==> src/rtl/tcdm_bank_responder_pkg.sv <==
// Shared types and constants for the TCDM bank responder: payload layout,
// AMO opcodes and the default response buffer depth.
package tcdm_bank_responder_pkg;

  localparam int unsigned DataWidth            = 32;
  localparam int unsigned BeWidth              = DataWidth / 8;
  localparam int unsigned TCDMAddrMemWidth     = 10;
  localparam int unsigned MetaIdWidth          = 5;
  localparam int unsigned CoreIdWidth          = 4;
  localparam int unsigned TileGroupIdWidth     = 4;
  localparam int unsigned RespFifoDepthDefault = 2;

  typedef logic [DataWidth-1:0]        data_t;
  typedef logic [BeWidth-1:0]          strb_t;
  typedef logic [TCDMAddrMemWidth-1:0] bank_addr_t;
  typedef logic [MetaIdWidth-1:0]      meta_id_t;
  typedef logic [CoreIdWidth-1:0]      core_id_t;
  typedef logic [TileGroupIdWidth-1:0] tile_group_id_t;
  typedef logic [3:0]                  amo_t;

  localparam amo_t AmoNone = 4'd0;
  localparam amo_t AmoSwap = 4'd1;
  localparam amo_t AmoAdd  = 4'd2;
  localparam amo_t AmoAnd  = 4'd3;
  localparam amo_t AmoOr   = 4'd4;
  localparam amo_t AmoXor  = 4'd5;
  localparam amo_t AmoMax  = 4'd6;
  localparam amo_t AmoMaxu = 4'd7;
  localparam amo_t AmoMin  = 4'd8;
  localparam amo_t AmoMinu = 4'd9;

  typedef struct packed {
    meta_id_t meta_id;
    core_id_t core_id;
    amo_t     amo;
    data_t    data;
  } tcdm_payload_t;

  typedef struct packed {
    tile_group_id_t ini_addr;
    tcdm_payload_t  payload;
  } resp_t;

  typedef enum logic {
    StIdle  = 1'b0,
    StAmoWb = 1'b1
  } state_e;

  // Codes above the AMO range (reserved/LR/SC) are deliberately not AMOs.
  function automatic logic is_amo(amo_t code);
    return (code >= AmoSwap) && (code <= AmoMinu);
  endfunction

endpackage

==> src/rtl/tcdm_bank_responder_if.sv <==
// Request, response and SRAM-side signals of one TCDM bank responder,
// named from the responder's point of view.
interface tcdm_bank_responder_if
  import tcdm_bank_responder_pkg::*;
#(
  parameter int unsigned BankAddrWidth = TCDMAddrMemWidth
);

  logic                     in_valid_i;
  logic                     in_ready_o;
  tcdm_payload_t            in_wdata_i;
  logic                     in_wen_i;
  strb_t                    in_be_i;
  logic [BankAddrWidth-1:0] in_addr_i;
  tile_group_id_t           in_ini_addr_i;

  logic                     out_valid_o;
  logic                     out_ready_i;
  tcdm_payload_t            out_rdata_o;
  tile_group_id_t           out_ini_addr_o;

  logic                     mem_req_o;
  logic                     mem_we_o;
  logic [BankAddrWidth-1:0] mem_addr_o;
  data_t                    mem_wdata_o;
  strb_t                    mem_be_o;
  data_t                    mem_rdata_i;

  modport slave (
    input  in_valid_i, in_wdata_i, in_wen_i, in_be_i, in_addr_i, in_ini_addr_i,
    output in_ready_o,
    output out_valid_o, out_rdata_o, out_ini_addr_o,
    input  out_ready_i,
    output mem_req_o, mem_we_o, mem_addr_o, mem_wdata_o, mem_be_o,
    input  mem_rdata_i
  );

  modport master (
    output in_valid_i, in_wdata_i, in_wen_i, in_be_i, in_addr_i, in_ini_addr_i,
    input  in_ready_o,
    input  out_valid_o, out_rdata_o, out_ini_addr_o,
    output out_ready_i,
    input  mem_req_o, mem_we_o, mem_addr_o, mem_wdata_o, mem_be_o,
    output mem_rdata_i
  );

endinterface

==> src/rtl/tcdm_resp_fifo.sv <==
// Fall-through response FIFO: a push into an empty FIFO is visible on the
// output in the same cycle and is only stored if it is not popped at once.
module tcdm_resp_fifo #(
  parameter int unsigned Depth = 2,
  parameter int unsigned DataW = 32,
  parameter int unsigned CntW  = $clog2(Depth + 1)
) (
  input  logic             clk_i,
  input  logic             rst_i,
  input  logic             push_i,
  input  logic [DataW-1:0] data_i,
  input  logic             pop_i,
  output logic             valid_o,
  output logic [DataW-1:0] data_o,
  output logic [CntW-1:0]  count_o
);

  localparam int unsigned PtrW = (Depth > 1) ? $clog2(Depth) : 1;

  logic [DataW-1:0] mem_q [Depth];
  logic [PtrW-1:0]  wr_q, rd_q;
  logic [CntW-1:0]  cnt_q;
  logic             empty, store, deq;

  function automatic logic [PtrW-1:0] ptr_inc(logic [PtrW-1:0] p);
    return (p == PtrW'(Depth - 1)) ? '0 : p + PtrW'(1);
  endfunction

  assign empty   = (cnt_q == '0);
  assign store   = push_i && !(empty && pop_i);
  assign deq     = pop_i && !empty;
  assign valid_o = push_i || !empty;
  assign data_o  = empty ? data_i : mem_q[rd_q];
  assign count_o = cnt_q;

  always_ff @(posedge clk_i) begin
    if (rst_i) begin
      wr_q  <= '0;
      rd_q  <= '0;
      cnt_q <= '0;
    end else begin
      if (store) wr_q <= ptr_inc(wr_q);
      if (deq)   rd_q <= ptr_inc(rd_q);
      cnt_q <= cnt_q + CntW'(store) - CntW'(deq);
    end
  end

  always_ff @(posedge clk_i) begin
    if (store) mem_q[wr_q] <= data_i;
  end

endmodule

==> src/rtl/tcdm_bank_responder.sv <==
// TCDM bank responder: serves reads, writes and AMOs on one single-port SRAM
// bank and returns credit-limited responses echoing the routing fields.
//
//   state   | meaning
//   --------+--------------------------------------------------------------
//   StIdle  | accept requests; reads/AMOs need a response credit
//   StAmoWb | write back op(old, operand); old value goes to the response
module tcdm_bank_responder
  import tcdm_bank_responder_pkg::*;
#(
  parameter int unsigned RespFifoDepth = RespFifoDepthDefault,
  parameter int unsigned BankAddrWidth = TCDMAddrMemWidth
) (
  input  logic                  clk_i,
  input  logic                  rst_i,
  tcdm_bank_responder_if.slave  bus
);

  localparam int unsigned CntW = $clog2(RespFifoDepth + 1);

  state_e                   state_q, state_d;
  logic                     pend_q, pend_d;
  meta_id_t                 meta_id_q, meta_id_d;
  core_id_t                 core_id_q, core_id_d;
  amo_t                     amo_q, amo_d;
  tile_group_id_t           ini_q, ini_d;
  logic [BankAddrWidth-1:0] amo_addr_q, amo_addr_d;
  data_t                    operand_q, operand_d;

  tcdm_payload_t   req;
  logic            req_amo, req_plain_wr;
  logic            in_ready, accept, credit_ok;
  logic            fifo_push, fifo_pop, fifo_valid;
  resp_t           fifo_wdata, fifo_rdata;
  logic [CntW-1:0] fifo_count;

  function automatic data_t amo_alu(amo_t op, data_t old_v, data_t opd);
    data_t res;
    case (op)
      AmoSwap: res = opd;
      AmoAdd:  res = old_v + opd;
      AmoAnd:  res = old_v & opd;
      AmoOr:   res = old_v | opd;
      AmoXor:  res = old_v ^ opd;
      AmoMax:  res = ($signed(old_v) > $signed(opd)) ? old_v : opd;
      AmoMaxu: res = (old_v > opd) ? old_v : opd;
      AmoMin:  res = ($signed(old_v) < $signed(opd)) ? old_v : opd;
      AmoMinu: res = (old_v < opd) ? old_v : opd;
      default: res = old_v;
    endcase
    return res;
  endfunction

  assign req          = bus.in_wdata_i;
  assign req_amo      = is_amo(req.amo);
  assign req_plain_wr = bus.in_wen_i && (req.amo == AmoNone);

  // The SRAM data of the access made last cycle completes the response.
  assign fifo_push  = pend_q && !rst_i;
  assign fifo_pop   = fifo_valid && bus.out_ready_i && !rst_i;
  assign fifo_wdata = '{ini_addr: ini_q,
                        payload: '{meta_id: meta_id_q, core_id: core_id_q,
                                   amo: amo_q, data: bus.mem_rdata_i}};

  tcdm_resp_fifo #(
    .Depth (RespFifoDepth),
    .DataW ($bits(resp_t))
  ) u_fifo (
    .clk_i   (clk_i),
    .rst_i   (rst_i),
    .push_i  (fifo_push),
    .data_i  (fifo_wdata),
    .pop_i   (fifo_pop),
    .valid_o (fifo_valid),
    .data_o  (fifo_rdata),
    .count_o (fifo_count)
  );

  always_ff @(posedge clk_i) begin
    if (rst_i) begin
      state_q    <= StIdle;
      pend_q     <= 1'b0;
      meta_id_q  <= '0;
      core_id_q  <= '0;
      amo_q      <= '0;
      ini_q      <= '0;
      amo_addr_q <= '0;
      operand_q  <= '0;
    end else begin
      state_q    <= state_d;
      pend_q     <= pend_d;
      meta_id_q  <= meta_id_d;
      core_id_q  <= core_id_d;
      amo_q      <= amo_d;
      ini_q      <= ini_d;
      amo_addr_q <= amo_addr_d;
      operand_q  <= operand_d;
    end
  end

  always_comb begin
    state_d    = state_q;
    pend_d     = 1'b0;
    meta_id_d  = meta_id_q;
    core_id_d  = core_id_q;
    amo_d      = amo_q;
    ini_d      = ini_q;
    amo_addr_d = amo_addr_q;
    operand_d  = operand_q;
    case (state_q)
      StIdle: begin
        if (accept && !req_plain_wr) begin
          pend_d     = 1'b1;
          meta_id_d  = req.meta_id;
          core_id_d  = req.core_id;
          amo_d      = req.amo;
          ini_d      = bus.in_ini_addr_i;
          amo_addr_d = bus.in_addr_i;
          operand_d  = req.data;
          if (req_amo) state_d = StAmoWb;
        end
      end
      StAmoWb: state_d = StIdle;
      default: state_d = StIdle;
    endcase
  end

  always_comb begin
    // A pop this cycle releases its credit immediately.
    credit_ok = (int'(fifo_count) + int'(pend_q) - int'(fifo_pop)) < int'(RespFifoDepth);
    in_ready  = !rst_i && (state_q == StIdle) && (credit_ok || req_plain_wr);
    accept    = bus.in_valid_i && in_ready;

    bus.in_ready_o  = in_ready;
    bus.mem_req_o   = 1'b0;
    bus.mem_we_o    = 1'b0;
    bus.mem_addr_o  = '0;
    bus.mem_wdata_o = '0;
    bus.mem_be_o    = '0;
    if (accept) begin
      bus.mem_req_o  = 1'b1;
      bus.mem_we_o   = req_plain_wr;
      bus.mem_addr_o = bus.in_addr_i;
      if (req_plain_wr) begin
        bus.mem_wdata_o = req.data;
        bus.mem_be_o    = bus.in_be_i;
      end
    end
    if (!rst_i && (state_q == StAmoWb)) begin
      bus.mem_req_o   = 1'b1;
      bus.mem_we_o    = 1'b1;
      bus.mem_addr_o  = amo_addr_q;
      bus.mem_wdata_o = amo_alu(amo_q, bus.mem_rdata_i, operand_q);
      bus.mem_be_o    = '1;
    end

    bus.out_valid_o    = fifo_valid && !rst_i;
    bus.out_rdata_o    = bus.out_valid_o ? fifo_rdata.payload  : '0;
    bus.out_ini_addr_o = bus.out_valid_o ? fifo_rdata.ini_addr : '0;
  end

endmodule

==> src/flat_wrapper.sv <==
// flat-port wrapper written by rule: the top's interface ports become plain ports
module tcdm_bank_responder_flat import tcdm_bank_responder_pkg::*;
#(
  parameter int unsigned RespFifoDepth = RespFifoDepthDefault,
  parameter int unsigned BankAddrWidth = TCDMAddrMemWidth
)
  (clk_i, rst_i, bus_in_valid_i, bus_in_wdata_i, bus_in_wen_i, bus_in_be_i, bus_in_addr_i, bus_in_ini_addr_i, bus_in_ready_o, bus_out_valid_o, bus_out_rdata_o, bus_out_ini_addr_o, bus_out_ready_i, bus_mem_req_o, bus_mem_we_o, bus_mem_addr_o, bus_mem_wdata_o, bus_mem_be_o, bus_mem_rdata_i);
  tcdm_bank_responder_if #(.BankAddrWidth(BankAddrWidth)) bus_i ();
  input  logic clk_i;
  input  logic rst_i;
  input wire logic [$bits(bus_i.in_valid_i)-1:0] bus_in_valid_i;
  input wire logic [$bits(bus_i.in_wdata_i)-1:0] bus_in_wdata_i;
  input wire logic [$bits(bus_i.in_wen_i)-1:0] bus_in_wen_i;
  input wire logic [$bits(bus_i.in_be_i)-1:0] bus_in_be_i;
  input wire logic [$bits(bus_i.in_addr_i)-1:0] bus_in_addr_i;
  input wire logic [$bits(bus_i.in_ini_addr_i)-1:0] bus_in_ini_addr_i;
  output wire logic [$bits(bus_i.in_ready_o)-1:0] bus_in_ready_o;
  output wire logic [$bits(bus_i.out_valid_o)-1:0] bus_out_valid_o;
  output wire logic [$bits(bus_i.out_rdata_o)-1:0] bus_out_rdata_o;
  output wire logic [$bits(bus_i.out_ini_addr_o)-1:0] bus_out_ini_addr_o;
  input wire logic [$bits(bus_i.out_ready_i)-1:0] bus_out_ready_i;
  output wire logic [$bits(bus_i.mem_req_o)-1:0] bus_mem_req_o;
  output wire logic [$bits(bus_i.mem_we_o)-1:0] bus_mem_we_o;
  output wire logic [$bits(bus_i.mem_addr_o)-1:0] bus_mem_addr_o;
  output wire logic [$bits(bus_i.mem_wdata_o)-1:0] bus_mem_wdata_o;
  output wire logic [$bits(bus_i.mem_be_o)-1:0] bus_mem_be_o;
  input wire logic [$bits(bus_i.mem_rdata_i)-1:0] bus_mem_rdata_i;
  assign bus_i.in_valid_i = bus_in_valid_i;
  assign bus_i.in_wdata_i = bus_in_wdata_i;
  assign bus_i.in_wen_i = bus_in_wen_i;
  assign bus_i.in_be_i = bus_in_be_i;
  assign bus_i.in_addr_i = bus_in_addr_i;
  assign bus_i.in_ini_addr_i = bus_in_ini_addr_i;
  assign bus_in_ready_o = bus_i.in_ready_o;
  assign bus_out_valid_o = bus_i.out_valid_o;
  assign bus_out_rdata_o = bus_i.out_rdata_o;
  assign bus_out_ini_addr_o = bus_i.out_ini_addr_o;
  assign bus_i.out_ready_i = bus_out_ready_i;
  assign bus_mem_req_o = bus_i.mem_req_o;
  assign bus_mem_we_o = bus_i.mem_we_o;
  assign bus_mem_addr_o = bus_i.mem_addr_o;
  assign bus_mem_wdata_o = bus_i.mem_wdata_o;
  assign bus_mem_be_o = bus_i.mem_be_o;
  assign bus_i.mem_rdata_i = bus_mem_rdata_i;
  tcdm_bank_responder #(.RespFifoDepth(RespFifoDepth), .BankAddrWidth(BankAddrWidth)) u_core (.clk_i(clk_i), .rst_i(rst_i), .bus(bus_i));
endmodule
==> config.mk <==
export PLATFORM = sky130hd
export DESIGN_NAME = tcdm_bank_responder_flat
export DESIGN_NICKNAME = d
export VERILOG_FILES = /design/src/rtl/tcdm_bank_responder_pkg.sv /design/src/rtl/tcdm_bank_responder_if.sv /design/src/rtl/tcdm_resp_fifo.sv /design/src/rtl/tcdm_bank_responder.sv /design/src/flat_wrapper.sv
export SDC_FILE = /design/constraint.sdc
export NUM_CORES = 1
export LEC_CHECK = 0
export ABC_CLOCK_PERIOD_IN_PS = 5800
export CAP_MARGIN = 20
export CELL_PAD_IN_SITES_DETAIL_PLACEMENT = 0
export CELL_PAD_IN_SITES_GLOBAL_PLACEMENT = 1
export CORE_ASPECT_RATIO = 0.6
export CORE_MARGIN = 3
export CORE_UTILIZATION = 41
export CTS_CLUSTER_DIAMETER = 30
export DETAILED_ROUTE_END_ITERATION = 10
export GPL_ROUTABILITY_DRIVEN = 0
export PLACE_DENSITY_LB_ADDON = 0.1
export SETUP_SLACK_MARGIN = 0.15
export SYNTH_ARGS = -nofsm -noshare
export SYNTH_HDL_FRONTEND = slang
export SYNTH_SLANG_ARGS = --single-unit
==> constraint.sdc <==
create_clock -name clk_i -period 5.8 [get_ports clk_i]
set_input_delay 1.16 -clock clk_i [delete_from_list [all_inputs] [get_ports clk_i]]
set_output_delay 1.16 -clock clk_i [all_outputs]
set_load 0.02 [all_outputs]
# Word-level counts from Yosys, hierarchy flattened
# Memories as Yosys holds them, arrays and structs flattened. A register that Yosys moved wholly into a read port is not among the register bits.
# Index checks and enable logic that the tools add are counted.
# totals
regBits	65
ram_bits	98
input_bits	100
output_inout_bits	99
wordCells	93
mem_count	1
# mem_list
name	words	word_bits	rd	rd_ports_with_merged_regs	write_ports	line_no	source
u_core.u_fifo.mem_q	2	49	1	1	1	tcdm_resp_fifo.sv:20	logic [DataW-1:0] mem_q [Depth];
# classes
add_sub_neg	7
magnitude_cmp	7
eq_ne	9
n_mux	30
n_bitwise	4
n_reduce_logical	24
# ops
operator	count
$pmux 32 s9	1
$mux 32	7
$gt 32x32->1	2
$lt 32x32->1	2
$mux 49	1
$mux 45	1
$add 32x32->32	1
$and 32x32->32	1
$lt 32x3->1 const B	1
$or 32x32->32	1
$sub 32x2->32	1
$xor 32x32->32	1
$mux 10	2
$eq 4x3->1 const B	4
$mux 4	4
$logic_and 1x1->1	14
$mux 1	13
$eq 4x2->1 const B	2
$eq 4x4->1 const B	2
$eq 4x1->1 const B	1
$ge 4x1->1 const B	1
$le 4x4->1 const B	1
$logic_not 1->1	4
$logic_not 4->1	1
10 further kinds	12

# Depth between registers and ports, before layout
# depth
word_depth	13
depth_mapped	15
mapped_depth_nobuf	14

# Cells and area by module
# From an unflattened synthesis, not the netlist that was laid out.
# unflattened
hier_cells	1424
area_unflattened_um2	11985.2
# modules_own_cells
mod	n_inst	cells_per_inst	area_per_inst_um2	seq_area_each_um2
tcdm_bank_responder	1	1136	7761.2	1221.2
tcdm_resp_fifo	1	288	4224.1	3042.9

# Least setup slack after synthesis
# Ideal clock, no wire load.
# synth_path
kind	input -> output
start	input bus_mem_rdata_i[28]
end	output bus_mem_wdata_o[17]
t_arrival_ns	4.139
required_time_ns	4.640
path_slack_ns	0.501
path_stages	13
n_path_buf	2
path_cell_list	inv_1 > ha_1 > clkbuf_1 > nor4_1 > nand4_1 > or3_1 > clkbuf_1 > nand2_1 > mux2i_4 > o21ai_2 > a221oi_1 > a21o_1 > a222oi_1
# synth_via
elab_chain_len	4
elab_cells_between_ends	10
classes_between	4 x order compare; 6 x mux
# synth_lines
item	line_no	source
from (decl)	flat_wrapper.sv:27	input wire logic [$bits(bus_i.mem_rdata_i)-1:0] bus_mem_rdata_i;
$lt 32x32->1 (tied with other cells)	tcdm_bank_responder.sv:48	AmoMinu: res = (old_v < opd) ? old_v : opd;
$mux 32 (on tied branches)	-	
$pmux 32 s9 (*)	tcdm_bank_responder.sv:39	case (op)
$mux 32 (*)	tcdm_bank_responder.sv:149	if (!rst_i && (state_q == StAmoWb)) begin
to (decl)	flat_wrapper.sv:25	output wire logic [$bits(bus_i.mem_wdata_o)-1:0] bus_mem_wdata_o;
# Mark *: on every way between the ends. The rest lies on a longest branch, timed or not.

# Worst setup path after layout
# layout_path
start	input bus_mem_rdata_i[4]
end	output bus_mem_wdata_o[26]
# Same word-level chain as after synthesis.

==> flow_summary.json <==
{
  "drv_slew": 0,
  "cts_buffers": 17,
  "crit_required_ns": 4.64,
  "arrival_ns": 4.40,
  "cp_common_cell": "buf_4",
  "utilization": 0.601,
  "startpoint_type": "primary input",
  "synthArstFlopShare": 0,
  "fin_area_um2": 17400,
  "drt_iter0_drc": 1288,
  "start_util": 0.421,
  "post-route-drc-count": 0,
  "cp-startpoint": "bus_mem_rdata_i[4]",
  "cts_tree": "built",
  "die_x_um": 229,
  "syn-instance-count": 1472,
  "dieArea_um2": 32000,
  "clkSinkCount": 164,
  "routed_wl_um": 47000,
  "min_period_ns": 5.56,
  "grt_overflow": 0,
  "worst_pin_slew_ns": 0.992,
  "drive_above_1_share": 0.254,
  "wl_per_cell_um": 20.9,
  "grt.total_usage": 0.287,
  "clk_latency_ns": 0.46,
  "cts-root-buf": "clkbuf_16",
  "final_common_cell": "buf_4",
  "numPortBuffers": 198,
  "n_antenna_cell": 0,
  "cp_max_fo": 6,
  "grt_pass1_vias": 12200,
  "core_area_um2": 29000,
  "layout_common_cells": "buf_4, nand2_1, nor2_1",
  "path_clk_slew_ns": 0.07,
  "yosys_warnings": 0,
  "worst-setup-path-type": "in2out",
  "crit_chain": "dlygate4sd2_1 -> inv_2 -> ha_4 -> buf_4 -> nor2_2 -> nand4_1 -> a21oi_4 -> nor4_4 -> buf_4 -> o21ai_4 -> mux2i_4 -> o211ai_4 -> buf_4 -> buf_4 -> buf_4 -> a221oi_2 -> o21ai_1 -> buf_2",
  "clock.fmax_ghz": 0.180,
  "synth_edf_count": 98,
  "setup_viol": 0,
  "syn_nets": 1678,
  "max_cap_viol_count": 0,
  "max_stage_delay_ns": 0.39,
  "grt_max_degree": 66,
  "min_from": "u_core.amo_addr_q[2]",
  "postPlaceCellArea_um2": 16100,
  "cp_slowest_cell": "mux2i_4",
  "synth_top_area_frac": 0.241,
  "area_growth_pct": 42.7,
  "ys_ff_latch": 164,
  "num_rows": 48,
  "grt_pass1_wl_um": 71900,
  "cts_buffer_depth": 2,
  "synth.area.top_cells": "edfxtp_1, dfxtp_1, ha_1",
  "fin_crit_sh": 0.959,
  "hp-class": "reg2reg",
  "avgSynthCellArea_um2": 8.29,
  "endpoint_kind": "output port",
  "final_antenna_net_count": 0,
  "synthFlopType": "edfxtp_1",
  "synth.yosys.seq_area_share": 0.349,
  "yosysUniqueCellTypes": 74,
  "relSlewSlack": 0.338,
  "p_leak_nw": 6.76,
  "power.density_nw_per_um2": 209,
  "ir_worst_vdd_mv": 0.198,
  "synth_area_um2": 12200,
  "nets": 2039,
  "num_io_pins": 199,
  "dp_hpwl_um": 32400,
  "grt_antenna_before_repair": 0,
  "status": "completed",
  "r2r-start": "u_core.u_fifo.count_o[0]",
  "synth_largest_area_cell": "edfxtp_1",
  "routed_via_density": 5.70,
  "dieHeight_um": 140,
  "cts.htree.levels": 4,
  "via_count": 12800,
  "drt_first_pass_iters": 6,
  "skew_ns": 0.0154,
  "rsz0062_at_grt": "true",
  "hold_viol": 0
}
## timing repair
action | CTS | global route
setup buffers | 14 | 7
gates resized for setup | 257 | 91
hold buffers | 0 | 0
pin swaps | 31 | 33
gates cloned | 1 | 0
setup endpoints to repair | 32 | 32
## worst paths after layout
path | endpoint | slack (ns) | cells past startpoint
setup reg to reg | u_core.amo_q[3] | 2.22 | 12
hold / removal | u_core.amo_addr_q[2] | 0.46 | 2
hold reg to reg | u_core.amo_addr_q[2] | 0.46 | 2
setup / recovery | bus_mem_wdata_o[26] | 0.24 | 18
## registers in the layout (all words and copies together) (netlist names), named ones only
| signal | count |
|---|---|
| u_core.pend_q | 1 |
| u_core.u_fifo.mem_q | 98 |
| u_core.core_id_q | 4 |
| u_core.ini_q | 4 |
| u_core.meta_id_q | 5 |
| u_core.u_fifo.wr_q | 1 |
| u_core.u_fifo.count_o | 2 |
| u_core.state_q | 1 |
| u_core.operand_q | 32 |
| u_core.amo_addr_q | 10 |
| u_core.u_fifo.rd_q | 1 |
| u_core.amo_q | 4 |
## cells in the mapped netlist, drive strengths merged (4+ instances only)
| cell type | count |
|---|---|
| a211oi | 9 |
| a21boi | 4 |
| a21o | 15 |
| a21oi | 122 |
| a221o | 9 |
| a221oi | 39 |
| a22o | 13 |
| a22oi | 16 |
| a31oi | 59 |
| and2 | 6 |
| buf | 18 |
| clkbuf | 84 |
| dfxtp | 66 |
| edfxtp | 98 |
| ha | 104 |
| inv | 92 |
| mux2 | 4 |
| mux2i | 56 |
| nand2 | 215 |
| nand2b | 9 |
| nand3 | 20 |
| nand4 | 9 |
| nor2 | 160 |
| nor2b | 9 |
| nor3 | 14 |
| nor3b | 4 |
| nor4 | 11 |
| o2111ai | 10 |
| o211ai | 16 |
| o21a | 6 |
| o21ai | 82 |
| o21bai | 7 |
| o221ai | 4 |
| o22ai | 7 |
| o311ai | 4 |
| o31ai | 4 |
| or2 | 4 |
| or3 | 4 |
| xnor2 | 14 |
| xor2 | 11 |
## layer usage
metal  track usage  routed length [µm]  up-vias  share of wire
met3        0.0730                4480       26          0.095
li1              -                   -     6046              -
met5             0                   0        -              0
met4        0.0488                 360        0         0.0077
met1         0.431               22500     6170           0.48
met2         0.418               19700      553           0.42
## cell families (layout without fill, tap and decap cells)
group / after synthesis / after routing / share of synthesized area
fa+ha+maj: 106 / 106 / 0.110
buf+inv: 195 / 569 / 0.0618
simple gates: 475 / 475 / 0.166
flops: 164 / 164 / 0.349
compound gates: 447 / 447 / 0.243
mux: 60 / 60 / 0.0516
xor+xnor: 25 / 25 / 0.0179
## layout make-up
| class | instances | area (µm²) |
|---|---|---|
| repair buffers | 444 | 3770 |
| clock inverters | 11 | 86.3 |
| multi-input cells | 1113 | 7970 |
| inverters | 93 | 352 |
| fillers | 2654 | 11600 |
| flip-flops and latches | 164 | 4270 |
| clock buffers | 21 | 483 |
| well taps | 400 | 500 |
## per-stage QoR
stage / worst slack [ns] / instances / total power [mW] / TNS [ns] / hold slack, ns
2_1_floorplan: 0.501 / 1472 / 1.89 / 0 / 0.424
3_3_place_gp: -0.677 / 2191 / 2.38 / -18.10 / 0.443
3_5_place_dp: -0.732 / 2191 / 2.39 / -19.53 / 0.452
4_1_cts: 0.153 / 2238 / 3.60 / 0 / 0.463
5_1_grt: 0.0749 / 2246 / 3.80 / 0 / 0.483
6_report: 0.236 / 2246 / 3.64 / 0 / 0.457
## worst max-delay path: cells and delay by family
kind,cells,cell delay [ns]
simple gates,3,0.34
mux,1,0.39
compound gates,5,1.00
fa+ha+maj,1,0.22
buf+inv,8,1.30
## power breakdown
| part | internal (mW) | switching (mW) | total (mW) |
|---|---|---|---|
| Sequential | 1.27 | 0.0415 | 1.31 |
| Combinational | 0.522 | 0.663 | 1.19 |
| Clock | 0.609 | 0.536 | 1.14 |
| Total | 2.40 | 1.24 | 3.64 |
Note: power is estimated with default switching activity, not from simulation.
